## src/rtl/writeback_queue_if.sv

```systemverilog
// Bus bundle for writeback_queue: result handshake, register-file write port,
// decode forwarding lookups and occupancy.
interface writeback_queue_if #(
  parameter int DEPTH  = 4,
  parameter int DATA_W = 32,
  parameter int ADDR_W = 5
);
  localparam int CNT_W = $clog2(DEPTH) + 1;

  logic              in_valid;
  logic              in_ready;
  logic [ADDR_W-1:0] in_reg;
  logic [DATA_W-1:0] in_data;
  logic              wb_en;
  logic              regWrite;
  logic [ADDR_W-1:0] writeReg;
  logic [DATA_W-1:0] writeData;
  logic [ADDR_W-1:0] lookReg1;
  logic [ADDR_W-1:0] lookReg2;
  logic              hit1;
  logic              hit2;
  logic [DATA_W-1:0] fwdData1;
  logic [DATA_W-1:0] fwdData2;
  logic [CNT_W-1:0]  count;

  // The producer/decode side drives results, drain enable and lookups.
  modport master (
    output in_valid, in_reg, in_data, wb_en, lookReg1, lookReg2,
    input  in_ready, regWrite, writeReg, writeData,
    input  hit1, hit2, fwdData1, fwdData2, count
  );

  modport slave (
    input  in_valid, in_reg, in_data, wb_en, lookReg1, lookReg2,
    output in_ready, regWrite, writeReg, writeData,
    output hit1, hit2, fwdData1, fwdData2, count
  );
endinterface

```

## src/rtl/writeback_queue.sv

```systemverilog
// In-order writeback FIFO feeding the register-file write port, with
// two-port forwarding of results that have not yet reached the register file.
module writeback_queue #(
  parameter int DEPTH  = 4,
  parameter int DATA_W = 32,
  parameter int ADDR_W = 5
) (
  input logic               clk,
  input logic               reset,
  writeback_queue_if.slave  bus
);
  localparam int PTR_W = $clog2(DEPTH);
  localparam int CNT_W = $clog2(DEPTH) + 1;

  logic [ADDR_W-1:0] entryReg  [DEPTH];
  logic [DATA_W-1:0] entryData [DEPTH];
  logic [PTR_W-1:0]  headPtr;
  logic [PTR_W-1:0]  tailPtr;
  logic [CNT_W-1:0]  countReg;
  logic              regWriteReg;
  logic [ADDR_W-1:0] writeRegReg;
  logic [DATA_W-1:0] writeDataReg;
  logic              inReady;
  logic              accept;
  logic              push;
  logic              pop;
  logic [PTR_W-1:0]  scanIdx;
  logic              hit1Int;
  logic              hit2Int;
  logic [DATA_W-1:0] fwd1Int;
  logic [DATA_W-1:0] fwd2Int;

  // Ready depends only on occupancy, so a full queue refuses even while draining.
  assign inReady = (countReg < CNT_W'(DEPTH));
  assign accept  = bus.in_valid && inReady;
  assign push    = accept && (bus.in_reg != '0);
  assign pop     = bus.wb_en && (countReg != '0);

  always_ff @(posedge clk) begin
    if (push) begin
      entryReg[tailPtr]  <= bus.in_reg;
      entryData[tailPtr] <= bus.in_data;
    end
  end

  always_ff @(posedge clk or posedge reset) begin
    if (reset) begin
      headPtr      <= '0;
      tailPtr      <= '0;
      countReg     <= '0;
      regWriteReg  <= 1'b0;
      writeRegReg  <= '0;
      writeDataReg <= '0;
    end else begin
      regWriteReg <= pop;
      if (push) begin
        tailPtr <= tailPtr + 1'b1;
      end
      if (pop) begin
        writeRegReg  <= entryReg[headPtr];
        writeDataReg <= entryData[headPtr];
        headPtr      <= headPtr + 1'b1;
      end
      unique case ({push, pop})
        2'b10:   countReg <= countReg + 1'b1;
        2'b01:   countReg <= countReg - 1'b1;
        default: countReg <= countReg;
      endcase
    end
  end

  // Scan oldest to youngest so a later match overrides an earlier one; the
  // output register is older than every queued entry, so it is checked first.
  always_comb begin
    hit1Int = 1'b0;
    hit2Int = 1'b0;
    fwd1Int = '0;
    fwd2Int = '0;
    scanIdx = '0;
    if (regWriteReg) begin
      if (writeRegReg == bus.lookReg1) begin
        hit1Int = 1'b1;
        fwd1Int = writeDataReg;
      end
      if (writeRegReg == bus.lookReg2) begin
        hit2Int = 1'b1;
        fwd2Int = writeDataReg;
      end
    end
    for (int k = 0; k < DEPTH; k++) begin
      scanIdx = headPtr + PTR_W'(k);
      if (CNT_W'(k) < countReg) begin
        if (entryReg[scanIdx] == bus.lookReg1) begin
          hit1Int = 1'b1;
          fwd1Int = entryData[scanIdx];
        end
        if (entryReg[scanIdx] == bus.lookReg2) begin
          hit2Int = 1'b1;
          fwd2Int = entryData[scanIdx];
        end
      end
    end
    if (bus.lookReg1 == '0) begin
      hit1Int = 1'b0;
      fwd1Int = '0;
    end
    if (bus.lookReg2 == '0) begin
      hit2Int = 1'b0;
      fwd2Int = '0;
    end
  end

  assign bus.in_ready  = inReady;
  assign bus.count     = countReg;
  assign bus.regWrite  = regWriteReg;
  assign bus.writeReg  = writeRegReg;
  assign bus.writeData = writeDataReg;
  assign bus.hit1      = hit1Int;
  assign bus.hit2      = hit2Int;
  assign bus.fwdData1  = fwd1Int;
  assign bus.fwdData2  = fwd2Int;
endmodule
```

## src/flat_wrapper.sv

```systemverilog
// flat-port wrapper written by rule: the top's interface ports become plain ports
module writeback_queue_flat 
#(
  parameter int DEPTH  = 4,
  parameter int DATA_W = 32,
  parameter int ADDR_W = 5
)
  (clk, reset, bus_in_valid, bus_in_reg, bus_in_data, bus_wb_en, bus_lookReg1, bus_lookReg2, bus_in_ready, bus_regWrite, bus_writeReg, bus_writeData, bus_hit1, bus_hit2, bus_fwdData1, bus_fwdData2, bus_count);
  writeback_queue_if #(.DEPTH(DEPTH), .DATA_W(DATA_W), .ADDR_W(ADDR_W)) bus_i ();
  input logic clk;
  input logic reset;
  input wire logic [$bits(bus_i.in_valid)-1:0] bus_in_valid;
  input wire logic [$bits(bus_i.in_reg)-1:0] bus_in_reg;
  input wire logic [$bits(bus_i.in_data)-1:0] bus_in_data;
  input wire logic [$bits(bus_i.wb_en)-1:0] bus_wb_en;
  input wire logic [$bits(bus_i.lookReg1)-1:0] bus_lookReg1;
  input wire logic [$bits(bus_i.lookReg2)-1:0] bus_lookReg2;
  output wire logic [$bits(bus_i.in_ready)-1:0] bus_in_ready;
  output wire logic [$bits(bus_i.regWrite)-1:0] bus_regWrite;
  output wire logic [$bits(bus_i.writeReg)-1:0] bus_writeReg;
  output wire logic [$bits(bus_i.writeData)-1:0] bus_writeData;
  output wire logic [$bits(bus_i.hit1)-1:0] bus_hit1;
  output wire logic [$bits(bus_i.hit2)-1:0] bus_hit2;
  output wire logic [$bits(bus_i.fwdData1)-1:0] bus_fwdData1;
  output wire logic [$bits(bus_i.fwdData2)-1:0] bus_fwdData2;
  output wire logic [$bits(bus_i.count)-1:0] bus_count;
  assign bus_i.in_valid = bus_in_valid;
  assign bus_i.in_reg = bus_in_reg;
  assign bus_i.in_data = bus_in_data;
  assign bus_i.wb_en = bus_wb_en;
  assign bus_i.lookReg1 = bus_lookReg1;
  assign bus_i.lookReg2 = bus_lookReg2;
  assign bus_in_ready = bus_i.in_ready;
  assign bus_regWrite = bus_i.regWrite;
  assign bus_writeReg = bus_i.writeReg;
  assign bus_writeData = bus_i.writeData;
  assign bus_hit1 = bus_i.hit1;
  assign bus_hit2 = bus_i.hit2;
  assign bus_fwdData1 = bus_i.fwdData1;
  assign bus_fwdData2 = bus_i.fwdData2;
  assign bus_count = bus_i.count;
  writeback_queue #(.DEPTH(DEPTH), .DATA_W(DATA_W), .ADDR_W(ADDR_W)) u_core (.clk(clk), .reset(reset), .bus(bus_i));
endmodule
```

## config.mk

```make
export PLATFORM = sky130hd
export DESIGN_NAME = writeback_queue_flat
export DESIGN_NICKNAME = d
export VERILOG_FILES = /design/src/rtl/writeback_queue_if.sv /design/src/rtl/writeback_queue.sv /design/src/flat_wrapper.sv
export SDC_FILE = /design/constraint.sdc
export NUM_CORES = 1
export LEC_CHECK = 0
export ABC_AREA = 1
export BUFFER_PORTS_ARGS = -buffer_cell sky130_fd_sc_hd__buf_2
export CAP_MARGIN = 40
export CORE_MARGIN = 4
export CORE_UTILIZATION = 35
export CTS_BUF_LIST = sky130_fd_sc_hd__clkbuf_4
export CTS_CLUSTER_DIAMETER = 50
export DETAILED_ROUTE_END_ITERATION = 10
export GPL_ROUTABILITY_DRIVEN = 0
export HOLD_SLACK_MARGIN = 0.06
export PLACE_DENSITY_LB_ADDON = 0.1
export SYNTH_ARGS = -nofsm -noshare
export SYNTH_HDL_FRONTEND = slang
export SYNTH_SLANG_ARGS = --single-unit
```

## constraint.sdc

```tcl
create_clock -name clk -period 3.1 [get_ports clk]
set_clock_uncertainty 0.15 [all_clocks]
set_input_delay 0.31 -clock clk [delete_from_list [all_inputs] [get_ports clk]]
set_output_delay 0.31 -clock clk [all_outputs]
set_load 0.01 [all_outputs]
```

# Word-level counts from Yosys, hierarchy flattened
# Memory sizes are Yosys's and may differ from the RTL's.
# Cells that the tools add are included.
dict set report totals {
  n_memories 2
  ramBits 148
  ff_bits 45
}
dict set report op_classes {
  mux 47
  reduce_logical 8
  n_eq_ne 12
  add_sub_neg 6
  order_cmp 5
}
# name words word_bits read_ports rd_ports_with_merged_regs write_ports line
set mem_list {}
lappend mem_list {u_core.entryData 4 32 4 0 1 writeback_queue.sv:16} ;# logic [DATA_W-1:0] entryData [DEPTH];
lappend mem_list {u_core.entryReg 4 5 4 0 1 writeback_queue.sv:15} ;# logic [ADDR_W-1:0] entryReg [DEPTH];
# cell n
set op_table {}
lappend op_table {{32-bit two-way mux} 22}
lappend op_table {{5-bit equality test} 10}
lappend op_table {{1-bit two-way mux} 24}
lappend op_table {{5-bit logical NOT} 2}
lappend op_table {{1-bit by 3-bit less-than comparator with 1-bit output (first input constant)} 2}
lappend op_table {{2-bit by 3-bit less-than comparator with 1-bit output (first input constant)} 2}
lappend op_table {{3-bit case mux with 2 select lines} 1}
lappend op_table {{5-bit nonzero test} 1}
lappend op_table {{2-bit by 1-bit adder with 2-bit output (second input constant)} 2}
lappend op_table {{2-bit adder (second input constant)} 2}
lappend op_table {{3-bit by 1-bit adder with 3-bit output (second input constant)} 1}
lappend op_table {{1-bit logical AND} 3}
lappend op_table {{3-bit less-than comparator (second input constant)} 1}
lappend op_table {{3-bit nonzero test} 1}
lappend op_table {{3-bit by 1-bit subtractor with 3-bit output (second input constant)} 1}
lappend op_table {{2-bit by 1-bit equality test with 1-bit output (second input constant)} 1}
lappend op_table {{2-bit equality test (second input constant)} 1}
lappend op_table {{2-bit nonzero test} 1}

# Depth between registers and ports, before layout
# Gate-level depths: netlist of run 1.
dict set report depth {
  depth_word 12
  ltp_mapped 17
  ltp_nobuf 13
}

# Worst setup path after synthesis of run 1
# Ideal clock, no wire load.
dict set report synth_path {
  kind {register to register}
  from {register u_core.countReg[2], in the netlist u_core.bus.count[2]}
  to {memory u_core.entryData[0][0] (enable)}
  setup_time_ns 0.431
  slack_ns 0.080
  t_required_ns 2.519
  stages_incl_launch_ff 4
  arrival_ns 2.438
  synth_period_minus_slack_ns 3.020
  cell_sequence {dfrtp_1 -> inv_1 -> o311ai_2 -> nor2_1}
}
dict set report synth_via {
  elab_chain_cells 5
}
# item line
set synth_lines {}
lappend synth_lines {{start: declaration} writeback_queue.sv:19} ;# logic [CNT_W-1:0] countReg;
lappend synth_lines {{start signal: assignment} writeback_queue.sv:65} ;# 2'b10: countReg <= countReg + 1'b1;
lappend synth_lines {{start signal: assignment} writeback_queue.sv:66} ;# 2'b01: countReg <= countReg - 1'b1;
lappend synth_lines {{start signal: assignment} writeback_queue.sv:67} ;# default: countReg <= countReg;
lappend synth_lines {{3-bit less-than comparator} writeback_queue.sv:34} ;# assign inReady = (countReg < CNT_W'(DEPTH));
lappend synth_lines {{via bus_in_ready} flat_wrapper.sv:18} ;# output wire logic [$bits(bus_i.in_ready)-1:0] bus_in_ready;
lappend synth_lines {{1-bit logical AND} writeback_queue.sv:35} ;# assign accept = bus.in_valid && inReady;
lappend synth_lines {{1-bit logical AND} writeback_queue.sv:36} ;# assign push = accept && (bus.in_reg != '0);
lappend synth_lines {{1-bit two-way mux} writeback_queue.sv:40} ;# if (push) begin
lappend synth_lines {{1-bit two-way mux (not written as such)} writeback_queue.sv:42} ;# entryData[tailPtr] <= bus.in_data;
lappend synth_lines {{end: declaration} writeback_queue.sv:16}
# The timed path passes the listed nets, and every way through them passes these cells.

# Final worst setup path of run 1
dict set report layout_path {
  from {register u_core.headPtr[0]}
  to {output bus_fwdData2[26]}
}
dict set report layout_via {
  elab_chain_cells 11
}
# item line
set layout_lines {}
lappend layout_lines {{start: declaration} writeback_queue.sv:17} ;# logic [PTR_W-1:0] headPtr;
lappend layout_lines {{start signal: assignment} writeback_queue.sv:62} ;# headPtr <= headPtr + 1'b1;
lappend layout_lines {{parallel branches: the longest is 9 deep, another holds memory read 4 x 5 bit} -}
lappend layout_lines {{32-bit two-way mux *} writeback_queue.sv:92} ;# if (CNT_W'(k) < countReg) begin
lappend layout_lines {{32-bit two-way mux *} writeback_queue.sv:107} ;# if (bus.lookReg2 == '0) begin
lappend layout_lines {{end: declaration} flat_wrapper.sv:25} ;# output wire logic [$bits(bus_i.fwdData2)-1:0] bus_fwdData2;
# Every way passes the cells marked *.

==> flow_summary.ini, run 1 <==
[finish]
area_delta_synth_final_pct = 27.4
instances_no_fill = 2914
post_route_cells_drive_above_1_share = 0.212
final_common_cell = nand2_1
final_cell_mix = nand2_1 (580), nor2_1 (342), o21ai_0 (308), buf_2 (156), edfxtp_1 (148)
final_nets = 2432
finalCoreUtilization = 0.455

[sta]
fmax_mhz = 274
finalCritPeriodShare = 1.18
hold_slack_ps = 175
relSlewSlack = 0.518
finalHoldViolCount = 0
fin_ws_ps = -545
worst_pin_slew_ps = 722
setup_viol = 66
rsz0062_at_grt = yes
min_period_ps = 3650
slew_violations = 0

[setup_path]
crit_path_max_fanout = 35
r2r-start = u_core.bus.count[2]
crit_path_top_delay_cell = dfrtp_4
endpoint = bus_fwdData2[26]
r2r_cells = 5
worstSetupPathType = reg -> out
r2r_end = u_core.entryData[2][10]
critPathCaptureType = primary output
worst-endpoint-arrival_ps = 3190
rrSetupSlack_ps = 780
cp_slowest_stage_delay_ps = 560
crit_chain = buf_12 -> nand2_2 -> nand2_4 -> nand2_1 -> nand2_2 -> xor2_1 -> a21oi_2 -> inv_2 -> nor2_4 -> buf_12 -> buf_16 -> nor2_1 -> a21oi_2 -> buf_2
cp.required_ps = 2640
start_kind = register
setup.worst_path.start = u_core.headPtr[0]

[global_routing]
grt_use_total = 0.254
overflow = 0
grt_max_degree = 125
grt_first_pass_wirelength_um = 85500
grt_pass1_vias = 13518
antenna_found_initial = 3

[route]
wl_met3_um = 7160
ant_nets = 0
via_count = 15534
topRoutingLayerUsed = met4
drt-met1-wl_um = 27600
drc = 0
drt_iter0_drc = 2077
wirelength_um = 59800
drt-pass1-iter-count = 9
wl_per_cell_um = 20.5
met2_length_um = 23300
vias_per_cell = 5.33

[run]
max_cap_viol_count = 0

[clocking]
cts_root_buf = clkbuf_4
cts_max_level = 4
clk_pin_slew_ps = 180
insertion_delay_ps = 720
cts_tree = yes
numClockSinks = 193
cts_buffers = 17
cts_max_path_buffers = 2

[pwr]
irDropWorstVdd_uv = 489
powerDensity_mw_per_mm2 = 1080
leakage_uw = 0.00819
power_uw = 19700

[placement]
dp_cells = 2807
dp_slack_ps = -27.8
port_buffers = 158
hpwlAfterDp_um = 40700

[min_path]
hold_path.class = in -> reg
hp-start = bus_in_data[18]

[floorplanning]
die-area_sq_mm = 0.0443
num_rows = 73
fp.coreArea_sq_mm = 0.0401
io_pins = 159
fp.dieH_um = 210
start_util = 0.357
die_w_um = 210

[synth]
synth_xor_area_frac = 0.00855
synthAdderAreaFrac = 0.00698
synthesis.area_sq_mm = 0.0143
seq_area_frac_synth = 0.389
synth_warnings = 0
synthSimpleGateAreaFrac = 0.338
avgSynthCellArea_sq_um = 6.74
synth_compound_area_frac = 0.165
synth_cell_type_count = 37
ys_ff_latch = 193
synth_top_family_by_area = simple AND/OR/NAND/NOR gates
synth.mux.area_fraction = 0.00140
synth_cells = 2126
synth.net_count = 2185

[outcome]
status = finished, violations left
violations = negative setup slack
-- worst max-delay path: cells and delay by family (launching register included) --
family                 cells  cell delay [ps]
AO/OA/AOI/OAI              2              370
XOR/XNOR                   1              160
AND/OR/NAND/NOR            6              650
buffers and inverters      5              710
flip-flops                 1              560
-- where the power goes --
part	total (uW)	switching [uW]	internal, uW
Clock	1430	988	438
Combinational	14500	9440	5100
Sequential	3690	311	3380
-- cells in the mapped netlist, drive strengths merged --
master,number,area [sq um]
a21boi,1,7.51
a21oi,69,465
buf,81,494
clkbuf,69,259
dfrtp,45,1130
edfxtp,148,4440
ha,8,100
inv,147,554
mux2i,2,20.0
nand2,607,2310
nand3,122,636
nand3b,2,40.0
nand4,66,413
nor2,366,1410
nor3,3,26.3
o211a,1,10.0
o21ai,371,1860
o22ai,1,6.26
o311ai,1,16.3
or2,1,6.26
or3,1,6.26
xnor2,2,17.5
xor2,12,105
-- flip-flops by register name (all words and copies together) (netlist names) --
name	cells
u_core.entryReg	20
u_core.headPtr	2
u_core.tailPtr	2
u_core.bus.count	3
u_core.bus.regWrite	1
u_core.bus.writeReg	5
u_core.entryData	128
u_core.bus.writeData	32
-- layer usage --
layer  GRT usage  up-vias
met5           0        -
met3      0.0606       98
met1       0.408     7081
li1            -     7494
met4      0.0749        0
met2       0.331      861
-- cells by family (layout without fill, tap and decap cells) --
| group | after synthesis | in the layout |
|---|---|---|
| compound gates | 444 | 444 |
| xor+xnor | 14 | 14 |
| fa+ha+maj | 8 | 8 |
| buf+inv | 297 | 556 |
| flops | 193 | 193 |
| mux | 2 | 2 |
| other cells | 0 | 3 |
| simple gates | 1168 | 1169 |
-- worst min-delay path by stage --
stage / slack, ps / cells after the start / endpoint
floorplan: 260 / 0 / u_core.entryData[0][0]
global placement: 320 / 2 / u_core.bus.writeData[1]
detailed placement: 320 / 2 / u_core.bus.writeData[1]
CTS: 80 / 2 / u_core.entryData[2][12]
global route: 110 / 2 / u_core.entryData[1][18]
finish: 180 / 2 / u_core.entryData[1][18]
-- stage by stage --
step                      cell area [sq um]  setup TNS [ps]
after global routing                  18300          -43820
final                                 18300          -31950
after global placement                16500           -58.1
after detailed placement              16500           -27.8
after floorplan                       14300               0
after CTS                             17700          -36330
-- final cells by class --
cell class                 instances  area, sq um
antenna                            3         7.51
clock buffer                      17          128
clock inverter                    15          168
fill                            4069        21800
inverter                         147          569
multi-input combinational       1637         7800
sequential                       193         5580
tap                              525          657
timing repair buffer             377         3350
-- what timing repair did --
item                                   in CTS  in global routing
buffers inserted                            4                  9
hold buffers                               41                  0
endpoints found under the hold margin     230                  0
pin swaps                                  11                 16
setup endpoints to repair                  66                 66
cloned                                      6                 12
resized for setup                          59                 68
No activity file was read; power rests on OpenSTA's default activity.
==> run 2: changes to the inputs <==
--- a/config.mk
+++ b/config.mk
@@ -10,11 +10,12 @@
 export CAP_MARGIN = 40
 export CORE_MARGIN = 4
 export CORE_UTILIZATION = 35
-export CTS_BUF_LIST = sky130_fd_sc_hd__clkbuf_4
+export CTS_BUF_LIST = sky130_fd_sc_hd__clkbuf_4 sky130_fd_sc_hd__clkbuf_8
 export CTS_CLUSTER_DIAMETER = 50
 export DETAILED_ROUTE_END_ITERATION = 10
 export GPL_ROUTABILITY_DRIVEN = 0
 export HOLD_SLACK_MARGIN = 0.06
+export MAX_ROUTING_LAYER = met4
 export PLACE_DENSITY_LB_ADDON = 0.1
 export SYNTH_ARGS = -nofsm -noshare
 export SYNTH_HDL_FRONTEND = slang
==> run 2 against run 1 <==
Against the previous run:
- clock-buffer cell count stayed put
- critical path type unchanged
- maximum frequency is 5.4% higher
- core utilization hardly changed
- critical path depth is 1 higher
- the flow still finishes with violations (negative setup slack)
- via count is 0.19% lower
==> flow_summary.ini, run 2 (same netlist as run 1, synthesis figures left out) <==
[clocking]
cts_root_buf = clkbuf_8
cts_max_path_buffers = 2
numClockSinks = 193
cts_tree = yes
cts_max_level = 4
insertion_delay_ps = 550
clk_pin_slew_ps = 110
cts_buffers = 17

[finish]
instances_no_fill = 2907
final_common_cell = nand2_1
largest_register_ff_count = 128
regMostFlops = u_core.entryData
fin_area_sq_mm = 0.0182
final_cell_mix = nand2_1 (573), nor2_1 (339), o21ai_0 (313), buf_2 (157), edfxtp_1 (148)
final_nets = 2424
post_route_cells_drive_above_1_share = 0.217
area_delta_synth_final_pct = 27.3
fill_cells = 4062

[setup_path]
worst-endpoint-arrival_ps = 3000
r2r_end = u_core.entryData[2][10]
cp_slowest_stage_delay_ps = 500
crit_chain = clkinv_8 -> buf_12 -> nand2_1 -> nand2_1 -> nand2_1 -> nand2_2 -> xor2_1 -> a21oi_2 -> inv_2 -> nor2_4 -> buf_12 -> buf_16 -> nor2_1 -> a21oi_2 -> buf_2
rrSetupSlack_ps = 780
r2r_cells = 5
crit_path_top_delay_cell = dfrtp_4
crit_path_max_fanout = 15
r2r-start = u_core.bus.count[2]
cp.required_ps = 2640
critPathCaptureType = primary output
setup.worst_path.start = u_core.headPtr[0]
start_kind = register
cp_common_cell = nand2_1
worstSetupPathType = reg -> out

[global_routing]
grt_max_degree = 125
overflow = 0
grt_pass1_vias = 13516
antenna_found_initial = 4
grt_use_total = 0.261
grt_first_pass_wirelength_um = 85500

[placement]
place_area_sq_mm = 0.0165
hpwlAfterDp_um = 40700
dp_cells = 2807
dp_slack_ps = -27.8
port_buffers = 158

[pwr]
powerDensity_mw_per_mm2 = 1080
power_uw = 19800
irDropWorstVdd_uv = 482
leakage_uw = 0.00817

[route]
drt_iter0_drc = 2036
via_count = 15505
wirelength_um = 58700
vias_per_cell = 5.33
drt-pass1-iter-count = 8
wl_per_cell_um = 20.2
drc = 0
ant_nets = 0

[min_path]
hold-path-cell-count = 3
hp-start = bus_in_valid
min_to = u_core.entryReg[0][4]
hold_path.class = in -> reg

[sta]
setup_viol = 66
finalCritPeriodShare = 1.12
fmax_mhz = 289
finalHoldViolCount = 0
slew_violations = 0
worst_pin_slew_ps = 724
hold_slack_ps = 99.2
rsz0062_at_grt = yes
relSlewSlack = 0.516
min_period_ps = 3460
fin_ws_ps = -358

[floorplanning]
start_util = 0.357
fp.dieH_um = 210
num_rows = 73
die-area_sq_mm = 0.0443
fp.coreArea_sq_mm = 0.0401
io_pins = 159
die_w_um = 210

[run]
max_cap_viol_count = 0

[outcome]
violations = negative setup slack
status = finished, violations left
[run 2: how the worst max path moves through the flow]
| stage | end | slack [ps] | cells after the start |
|---|---|---|---|
| 2_1_floorplan | u_core.entryData[0][0] | 80 | 3 |
| 3_3_place_gp | bus_fwdData2[26] | -60 | 9 |
| 3_5_place_dp | bus_fwdData2[26] | -30 | 9 |
| 4_1_cts | bus_fwdData2[26] | -380 | 15 |
| 5_1_grt | bus_fwdData2[4] | -510 | 16 |
| 6_report | bus_fwdData2[7] | -360 | 15 |
[run 2: final cells by class]
class                      instances  area, sq um  area share
multi-input combinational       1637         7880       0.432
sequential                       193         5570       0.305
timing repair buffer             369         3160       0.173
tap                              525          657      0.0360
inverter                         147          572      0.0313
clock buffer                      17          234      0.0128
clock inverter                    15          168     0.00919
antenna                            4         10.0    0.000549
[run 2: power by group]
part           total (uW)  internal [uW]  switching (uW)  leakage (uW)
logic               14400           4980            9400       0.00607
clock network        1690            672            1020      0.000203
registers            3690           3380             312       0.00190
total               19800           9030           10700       0.00817
[run 2: stage by stage]
step | TNS, ps | util
4_1_cts | -21420 | 0.443
6_report | -18980 | 0.455
3_5_place_dp | -27.8 | 0.413
5_1_grt | -28960 | 0.455
2_1_floorplan | 0 | -
3_3_place_gp | -58.1 | 0.412
[run 2: worst max-delay path, delay by kind of cell, from the launching register on]
kind,cells,cell delay [ps]
XOR/XNOR,1,160
AO/OA/AOI/OAI,2,360
buffers and inverters,6,790
flip-flops,1,500
AND/OR/NAND/NOR,6,630
[run 2: layer usage]
metal,up-vias,routed length [um],track usage
li1,7473,-,-
met1,7120,27800,0.410
met2,820,22700,0.328
met3,92,6530,0.0644
met4,0,1670,0.0695
met5,-,0,-
[run 2: what timing repair did]
action                                  CTS  global route
endpoints found under the setup margin   66            66
hold endpoints to repair                180             0
gates resized for setup                  59            78
gates cloned                              6             6
hold buffers                             39             0
setup buffers                             4             9
pin swaps                                12            20
